$ cat src/rtl/sprite_arb_pkg.sv
// Shared types and helpers for the sprite ROM arbiter: id width helper and pipeline stage struct.
package sprite_arb_pkg;

  localparam int DATA_W_DEF = 12;
  localparam int ID_W_MAX   = 3;

  function automatic int id_width(input int n);
    return (n > 1) ? $clog2(n) : 1;
  endfunction

  // Ids are stored at the widest supported width (8 requesters) and narrowed at the output.
  typedef struct packed {
    logic                valid;
    logic [ID_W_MAX-1:0] id;
  } pipe_stage_t;

  localparam pipe_stage_t PIPE_IDLE = '{valid: 1'b0, id: '0};

endpackage

$ cat src/rtl/sprite_rom_arbiter_rr.sv
// Masked one-hot round-robin picker: lowest request at or above ptr wins, else lowest overall.
module rr_arbiter #(
  parameter int N  = 4,
  parameter int IW = 2
) (
  input  logic [N-1:0]  req,
  input  logic [IW-1:0] ptr,
  output logic [N-1:0]  gnt,
  output logic [IW-1:0] gnt_idx
);

  logic [N-1:0] mask;
  logic [N-1:0] masked;
  logic [N-1:0] pick;

  always_comb begin
    mask = '0;
    for (int i = 0; i < N; i++) begin
      mask[i] = (i >= int'(ptr));
    end
    masked  = req & mask;
    pick    = (masked != '0) ? masked : req;
    gnt     = pick & (~pick + N'(1));
    gnt_idx = '0;
    for (int i = 0; i < N; i++) begin
      if (gnt[i]) gnt_idx = IW'(i);
    end
  end

endmodule

$ cat src/rtl/sprite_rom_arbiter.sv
// Round-robin sharing of one registered-address sprite ROM; 3-cycle tagged read pipeline.
// Optional grant locking is enabled by defining SPRITE_ARB_LOCK_EN.
module sprite_rom_arbiter
  import sprite_arb_pkg::*;
#(
  parameter int NUM_REQ  = 4,
  parameter int ROW_W    = 5,
  parameter int COL_W    = 5,
  parameter int DATA_W   = DATA_W_DEF,
  parameter int MAX_LOCK = 16
) (
  input  logic                         clk,
  input  logic                         reset_n,
  input  logic                         arb_en,
  input  logic [NUM_REQ-1:0]           req,
  input  logic [NUM_REQ*ROW_W-1:0]     req_row,
  input  logic [NUM_REQ*COL_W-1:0]     req_col,
  input  logic [NUM_REQ-1:0]           req_lock,
  output logic [NUM_REQ-1:0]           gnt,
  output logic [ROW_W-1:0]             rom_row,
  output logic [COL_W-1:0]             rom_col,
  input  logic [DATA_W-1:0]            rom_data,
  output logic                         rd_valid,
  output logic [id_width(NUM_REQ)-1:0] rd_id,
  output logic [DATA_W-1:0]            rd_data
);

  localparam int IW = id_width(NUM_REQ);

  logic [IW-1:0]      ptr;
  logic [IW-1:0]      pick_idx;
  logic [IW-1:0]      ptr_adv;
  logic [NUM_REQ-1:0] pick;
  logic               granted;
  pipe_stage_t        s1;
  pipe_stage_t        s2;

  rr_arbiter #(.N(NUM_REQ), .IW(IW)) u_rr (
    .req     (req),
    .ptr     (ptr),
    .gnt     (pick),
    .gnt_idx (pick_idx)
  );

  // A requester holds req and its address until it sees gnt in the same cycle; gnt means the
  // access was accepted on this clock edge, and req may stay high with a new address next cycle.
  assign gnt     = arb_en ? pick : '0;
  assign granted = |gnt;
  assign ptr_adv = (pick_idx == IW'(NUM_REQ - 1)) ? '0 : pick_idx + IW'(1);

  always_ff @(posedge clk or negedge reset_n) begin
    if (!reset_n) begin
      rom_row  <= '0;
      rom_col  <= '0;
      s1       <= PIPE_IDLE;
      s2       <= PIPE_IDLE;
      rd_valid <= 1'b0;
      rd_id    <= '0;
      rd_data  <= '0;
    end else begin
      if (granted) begin
        rom_row <= req_row[int'(pick_idx)*ROW_W +: ROW_W];
        rom_col <= req_col[int'(pick_idx)*COL_W +: COL_W];
        s1      <= '{valid: 1'b1, id: ID_W_MAX'(pick_idx)};
      end else begin
        s1 <= PIPE_IDLE;
      end
      s2       <= s1;
      rd_valid <= s2.valid;
      if (s2.valid) begin
        rd_data <= rom_data;
        rd_id   <= s2.id[IW-1:0];
      end
    end
  end

`ifdef SPRITE_ARB_LOCK_EN
  localparam int LCW = $clog2(MAX_LOCK + 1);

  logic [LCW-1:0] lock_cnt;
  logic [LCW-1:0] cnt_next;
  logic [IW-1:0]  lock_id;

  // A grant continues the run only if the previous cycle granted the same locked requester.
  assign cnt_next = (lock_cnt != '0 && lock_id == pick_idx) ? lock_cnt + LCW'(1) : LCW'(1);

  always_ff @(posedge clk or negedge reset_n) begin
    if (!reset_n) begin
      ptr      <= '0;
      lock_cnt <= '0;
      lock_id  <= '0;
    end else if (granted) begin
      if (req_lock[pick_idx] && cnt_next != LCW'(MAX_LOCK)) begin
        ptr      <= pick_idx;
        lock_cnt <= cnt_next;
        lock_id  <= pick_idx;
      end else begin
        ptr      <= ptr_adv;
        lock_cnt <= '0;
      end
    end else begin
      lock_cnt <= '0;
    end
  end
`else
  logic unused_lock;
  assign unused_lock = ^req_lock ^ (MAX_LOCK != 0);

  always_ff @(posedge clk or negedge reset_n) begin
    if (!reset_n) begin
      ptr <= '0;
    end else if (granted) begin
      ptr <= ptr_adv;
    end
  end
`endif

endmodule

$ cat config.mk
export PLATFORM = sky130hd
export DESIGN_NAME = sprite_rom_arbiter
export DESIGN_NICKNAME = d
export VERILOG_FILES = /design/src/rtl/sprite_arb_pkg.sv /design/src/rtl/sprite_rom_arbiter_rr.sv /design/src/rtl/sprite_rom_arbiter.sv
export SDC_FILE = /design/constraint.sdc
export NUM_CORES = 1
export LEC_CHECK = 0
export CAP_MARGIN = 20
export CORE_MARGIN = 5
export CORE_UTILIZATION = 37
export CTS_BUF_LIST = sky130_fd_sc_hd__clkbuf_2 sky130_fd_sc_hd__clkbuf_4 sky130_fd_sc_hd__clkbuf_8
export DETAILED_ROUTE_END_ITERATION = 10
export GPL_TIMING_DRIVEN = 0
export PLACE_DENSITY = 0.82
export SLEW_MARGIN = 20
export SYNTH_ARGS = -nofsm -noshare
export SYNTH_HDL_FRONTEND = slang
export SYNTH_SLANG_ARGS = --single-unit
$ cat constraint.sdc
create_clock -name clk -period 1.9 [get_ports clk]
set_clock_uncertainty 0.1 [all_clocks]
set_input_delay 0.38 -clock clk [delete_from_list [all_inputs] [get_ports clk]]
set_output_delay 0.38 -clock clk [all_outputs]
set_load 0.01 [all_outputs]
==> flow_metrics.env, run 1 <==
export IMPL_ys_top_cells_by_area="dfrtp_1 47%, mux2_2 8.9%, a2111oi_2 6.0%"
export IMPL_syn_area_um2=1760
export IMPL_instances_no_fill=316
export IMPL_layout_drive_gt1_share_pct=27.9
export IMPL_dieArea_um2=6240
export IMPL_start_util_pct=37.8
export IMPL_ir_drop_mv=0.471
export IMPL_dr_pass1_iters=4
export IMPL_fin_setup_tns_ns=-1.57
export IMPL_wirelength_um=5290
export IMPL_cp_arrival_ns=1.70
export IMPL_areaGrowthSynthToFinish_pct=74.0
export IMPL_grt_overflow=0
export IMPL_post_place_ws_ns=-1.14
export IMPL_ys_types=33
export IMPL_hold_viol_final=0
export IMPL_syn_nets=223
export IMPL_post_route_period_util_pct=114
export IMPL_htree_levels=2
export IMPL_crit_chain="nand2b_4 -> a211oi_4 -> o21ai_4 -> buf_12 -> buf_4 -> nor2_4 -> buf_6"
export IMPL_drc=0
export IMPL_synth_most_common_cell="dfrtp_1"
export IMPL_cts_buffers=5
export IMPL_dp_cells=300
export IMPL_finalPower_w=0.00315
export IMPL_hold_depth=0
export IMPL_postSynthCellCount=159
export IMPL_cp_end_kind="primary output"
export IMPL_pin_count=92
export IMPL_core_rowCount=25
export IMPL_hold_class="flop to flop"
export IMPL_antenna_found_initial=0
export IMPL_slowest_stage="dfrtp_2"
export IMPL_slew_headroom_pct=56.2
export IMPL_cts_root_buf="clkbuf_8"
export IMPL_viasPerCell=5.21
export IMPL_grt_max_degree=26
export IMPL_violations="setup timing"
export IMPL_synth_edff_count=0
export IMPL_vias=1645
export IMPL_yosysTopAreaCellShare_pct=46.9
export IMPL_die_x_um=79
export IMPL_synth_top_cell_by_area="dfrtp_1"
export IMPL_maxCapViolCount=0
export IMPL_slew_viol_final=0
export IMPL_core_area_um2=4660
export IMPL_wl_per_cell_um=16.7
export IMPL_final_nets=325
export IMPL_status="finished, violations left"
export IMPL_critPathMaxFanout=4
export IMPL_antenna_cells=0
export IMPL_slowest_delay_ns=0.44
export IMPL_rsz0062_at_grt="yes"
export IMPL_cts_sinks=33
export IMPL_startpoint_type="flop"
export IMPL_cts_clk_slew_worst_paths_ns=0.06
export IMPL_fin_ws_ns=-0.275
export IMPL_setup_violations=12
export IMPL_gp_congestion=0.835
export IMPL_power_density_nw_per_um2=1030
export IMPL_grt_use_total_pct=17.1
export IMPL_seq_area_frac_synth_pct=46.9
export IMPL_fin_util_pct=65.8
export IMPL_reg2reg_depth=8
export IMPL_synth_ff_type="dfrtp_1"
export IMPL_async_flop_share_pct=100
export IMPL_yosys_warnings=0
export IMPL_cp_required_ns=1.42
export IMPL_syn_area_per_cell_um2=11.1
export IMPL_die_h_um=79
export IMPL_netlist_top_cells_count="33 x dfrtp_1, 15 x nor2_1, 14 x mux2_2"
export IMPL_postRouteAntennaNets=0
export IMPL_ys_ff_latch=33
export IMPL_cts_max_path_buffers=2
export IMPL_max_freq_mhz=460
export IMPL_dr_first_iter_drc_count=52
export IMPL_clk_latency_ns=0.28
export IMPL_place_hpwl_um=3770
export IMPL_cts_tree="done"
export IMPL_grt_pass1_wl_um=8320
export IMPL_worst_setup_path_type="flop to primary output"
export IMPL_finalCriticalPeriod_ns=2.18
export IMPL_power_leakage_nw=1.25
export IMPL_port_buffer_count=86
export IMPL_tightest_slew_ns=0.650
export IMPL_grt_pass1_vias=1731
[cell usage in the layout, fill, tap and decap left out, types with 6 or more instances in the layout]
master | netlist | layout
clkdlybuf4s50_1 | 0 | 78
dfrtp_1 | 33 | 32
mux2_2 | 14 | 14
nor2_1 | 15 | 12
inv_1 | 11 | 11
mux2i_1 | 10 | 10
a31oi_1 | 10 | 10
a211oi_1 | 10 | 9
buf_2 | 5 | 6
nand2_1 | 7 | 6
[worst paths after layout]
kind	startpoint	end	slack (ns)
min	s1[3]	s2[3]	0.26
min in group asynchronous	reset_n	rd_data[4]	0.41
min reg2reg	s1[3]	s2[3]	0.26
max reg2reg	ptr[1]	rom_col[1]	-0.13
max in group asynchronous	reset_n	rd_data[10]	0.88
max	ptr[0]	gnt[1]	-0.28
[critical path, delay by kind of cell, from the launching register on]
family	cells	cell delay [ns]
and+or+nand+nor	2	0.24
DFF	1	0.44
AOI/OAI and AO/OA	2	0.36
buffers and inverters	3	0.37
[area by class of cell]
cell class                 count  area [um^2]
multi-input combinational    102          968
timing repair buffer          95          955
sequential                    33          827
inverter                      12         45.0
buffer                        12          116
tap                           54         67.6
clock buffer                   6         76.3
clock inverter                 2         10.0
fill                         376         1600
[metal layers]
metal	global-route usage (%)	vias up	wire length (um)
met5	0	-	0
met4	5.84	0	85
met3	4.76	9	401
met2	30.2	66	2600
met1	19.8	778	2200
li1	-	792	-
[through the flow]
stage	hold WS, ns	area, um^2
2_1_floorplan	-0.0156	1790
3_3_place_gp	0.231	2720
3_5_place_dp	0.175	2740
4_1_cts	0.252	2900
5_1_grt	0.273	3070
6_report	0.256	3070
[sequential cells by signal, summed over array words and instances (netlist names)]
name      flops
rd_data      12
rom_col       5
rom_row       5
s1            3
s2            3
ptr           2
rd_id         2
rd_valid      1
[what timing repair did]
action,4_1_cts,5_1_grt
pin swaps,2,3
buffers inserted,3,4
hold endpoints to repair,8,0
hold buffers,1,0
cloned,0,0
endpoints found under the setup margin,18,18
resized for setup,29,28
[power breakdown]
| part | switching [W] | internal (W) | total [W] |
|---|---|---|---|
| Combinational | 0.000779 | 0.000884 | 0.00166 |
| Sequential | 0.000100 | 0.000873 | 0.000973 |
| Clock | 0.000251 | 0.000268 | 0.000518 |
[logic make-up (layout without fill, tap and decap cells)]
| kind of cell | after synthesis | count (layout) | synth area share, % |
|---|---|---|---|
| AND/OR/NAND/NOR | 32 | 32 | 9.09 |
| flip-flops | 33 | 33 | 46.9 |
| multiplexers | 24 | 24 | 14.6 |
| adder cells (fa/ha/maj) | 1 | 1 | 0.710 |
| buffers and inverters | 24 | 127 | 6.96 |
| AO/OA/AOI/OAI | 45 | 45 | 21.7 |
No activity file was read; power rests on OpenSTA's default activity.
==> run 2: changes to the inputs <==
Settings changed: MAX_ROUTING_LAYER set to met4.
==> run 2 against run 1 <==
Effect of this change:
- the flow still finishes with violations (setup timing)
- total power fell by 0.93%
- worst hold slack barely moved
- final cell count did not move
- combinational power barely moved
- sequential power barely moved
- critical path depth did not move
- worst setup slack got worse by 0.0015 ns
- routed wire length fell by 0.28%
- via count fell by 0.43%
- die area did not move
- largest power group unchanged
==> flow_metrics.env, run 2 (synthesis results as in run 1) <==
export IMPL_status="finished, violations left"
export IMPL_violations="setup timing"
export IMPL_wirelength_um=5270
export IMPL_p_int_w=0.00201
export IMPL_slew_headroom_pct=55.9
export IMPL_core_area_um2=4660
export IMPL_top_regs="rd_data: 12 flops, rom_col: 5 flops, rom_row: 5 flops"
export IMPL_cts_buffers=5
export IMPL_fin_setup_tns_ns=-1.62
export IMPL_max_freq_mhz=459
export IMPL_dieArea_um2=6240
export IMPL_cts_max_path_buffers=2
export IMPL_slowest_stage="dfrtp_2"
export IMPL_crit_chain="nand2b_4 -> a211oi_4 -> o21ai_4 -> buf_12 -> buf_4 -> nor2_4 -> buf_6"
export IMPL_combPwrFrac_pct=52.2
export IMPL_worst_setup_path_type="flop to primary output"
export IMPL_pwr_share_seq_pct=31.1
export IMPL_power_leakage_nw=1.24
export IMPL_regMostFlops="rd_data"
export IMPL_postRouteAntennaNets=0
export IMPL_final_nets=325
export IMPL_port_buffer_count=86
export IMPL_cp_arrival_ns=1.70
export IMPL_die_x_um=79
export IMPL_die_h_um=79
export IMPL_fin_ws_ns=-0.277
export IMPL_viasPerCell=5.18
export IMPL_cts_clk_slew_worst_paths_ns=0.07
export IMPL_maxCapViolCount=0
export IMPL_slew_viol_final=0
export IMPL_tightest_slew_ns=0.654
export IMPL_cp_required_ns=1.42
export IMPL_drc=0
export IMPL_place_hpwl_um=3770
export IMPL_cp_end_kind="primary output"
export IMPL_fin_util_pct=65.2
export IMPL_hold_class="flop to flop"
export IMPL_ir_drop_mv=0.532
export IMPL_hold_viol_final=0
export IMPL_antenna_cells=0
export IMPL_grt_max_degree=26
export IMPL_mostFrequentLayoutCells="78 x clkdlybuf4s50_1, 32 x dfrtp_1, 14 x mux2_2"
export IMPL_switching_power_w=0.00111
export IMPL_grt_overflow=0
export IMPL_grt_pass1_wl_um=8340
export IMPL_largest_reg_flops=12
export IMPL_wl_per_cell_um=16.7
export IMPL_finalCriticalPeriod_ns=2.18
export IMPL_pwr_share_clk_pct=16.6
export IMPL_final_common_cell="clkdlybuf4s50_1"
export IMPL_dr_pass1_iters=4
export IMPL_antenna_found_initial=0
export IMPL_cts_tree="done"
export IMPL_slowest_delay_ns=0.44
export IMPL_post_route_period_util_pct=115
export IMPL_gp_congestion=0.848
export IMPL_post_place_ws_ns=-1.14
export IMPL_cts_root_buf="clkbuf_8"
export IMPL_dr_first_iter_drc_count=63
export IMPL_grt_use_total_pct=17.6
export IMPL_areaGrowthSynthToFinish_pct=72.5
export IMPL_start_util_pct=37.8
export IMPL_switching_share_pct=35.7
export IMPL_startpoint_type="flop"
export IMPL_setup_violations=12
export IMPL_critPathMaxFanout=4
export IMPL_layout_drive_gt1_share_pct=27.1
export IMPL_power_density_nw_per_um2=1030
export IMPL_clk_latency_ns=0.28
export IMPL_cts_sinks=33
export IMPL_pin_count=92
export IMPL_htree_levels=2
export IMPL_core_rowCount=25
export IMPL_rsz0062_at_grt="yes"
export IMPL_grt_pass1_vias=1727
export IMPL_vias=1638
-- run 2: changes by cell type in the layout (fill, tap and decap cells not counted) --
cell       delta
a2111oi_1     +1
a2111oi_4     -1
a211oi_1      +1
a211oi_2      -1
buf_6         +1
buf_8         -1
-- run 2: final cells by class --
type                            count  area [um^2]
Multi-Input combinational cell    102          946
Fill cell                         376         1620
Tap cell                           54         67.6
Clock inverter                      2         10.0
Inverter                           12         45.0
Buffer                             12          113
Clock buffer                        6         76.3
Sequential cell                    33          827
Timing Repair Buffer               95          955
-- run 2: critical path, delay by kind of cell (launching register included) --
family / cells / cell delay [ns]
AO/OA/AOI/OAI: 2 / 0.37
flip-flops: 1 / 0.44
AND/OR/NAND/NOR: 2 / 0.24
buffers and inverters: 3 / 0.37
-- run 2: timing repair --
| action | CTS | global route |
|---|---|---|
| hold buffers | 1 | 0 |
| hold endpoints to repair | 8 | 0 |
| buffers inserted | 3 | 4 |
| pin swaps | 2 | 2 |
| gates resized for setup | 29 | 24 |
| setup endpoints to repair | 18 | 18 |
-- run 2: per-layer routing --
layer,GRT usage [%],share of wire [%]
met1,20.2,42
met2,30.2,49
met3,4.20,7.3
met4,5.84,1.4
met5,-,0
-- run 2: final timing paths --
path	start	to	slack [ns]	cells after the start
max	ptr[0]	gnt[1]	-0.28	7
min reg2reg	s1[3]	s2[3]	0.26	0
max reg2reg	ptr[1]	rom_col[1]	-0.13	8
min in group asynchronous	reset_n	rom_col[4]	0.41	2
min	s1[3]	s2[3]	0.26	0
max in group asynchronous	reset_n	rd_data[10]	0.88	3
-- run 2: stage by stage --
step                      hold WS [ns]  power (W)  cell area [um^2]  instances
after global placement           0.231    0.00229              2720        299
after CTS                        0.252    0.00296              2900        312
after detailed placement         0.175    0.00233              2740        300
final                            0.256    0.00312              3040        316
after global routing             0.273    0.00331              3040        316
after floorplan                -0.0156    0.00172              1790        159
-- run 2: power by group through the flow --
stage / registers, W / clock network [W] / logic [W]
global route: 0.000993 / 0.000569 / 0.00175
finish: 0.000973 / 0.000519 / 0.00163
CTS: 0.000974 / 0.000533 / 0.00145
floorplan: 0.00104 / 0 / 0.000687
detailed placement: 0.000987 / 0 / 0.00134
global placement: 0.000974 / 0 / 0.00132
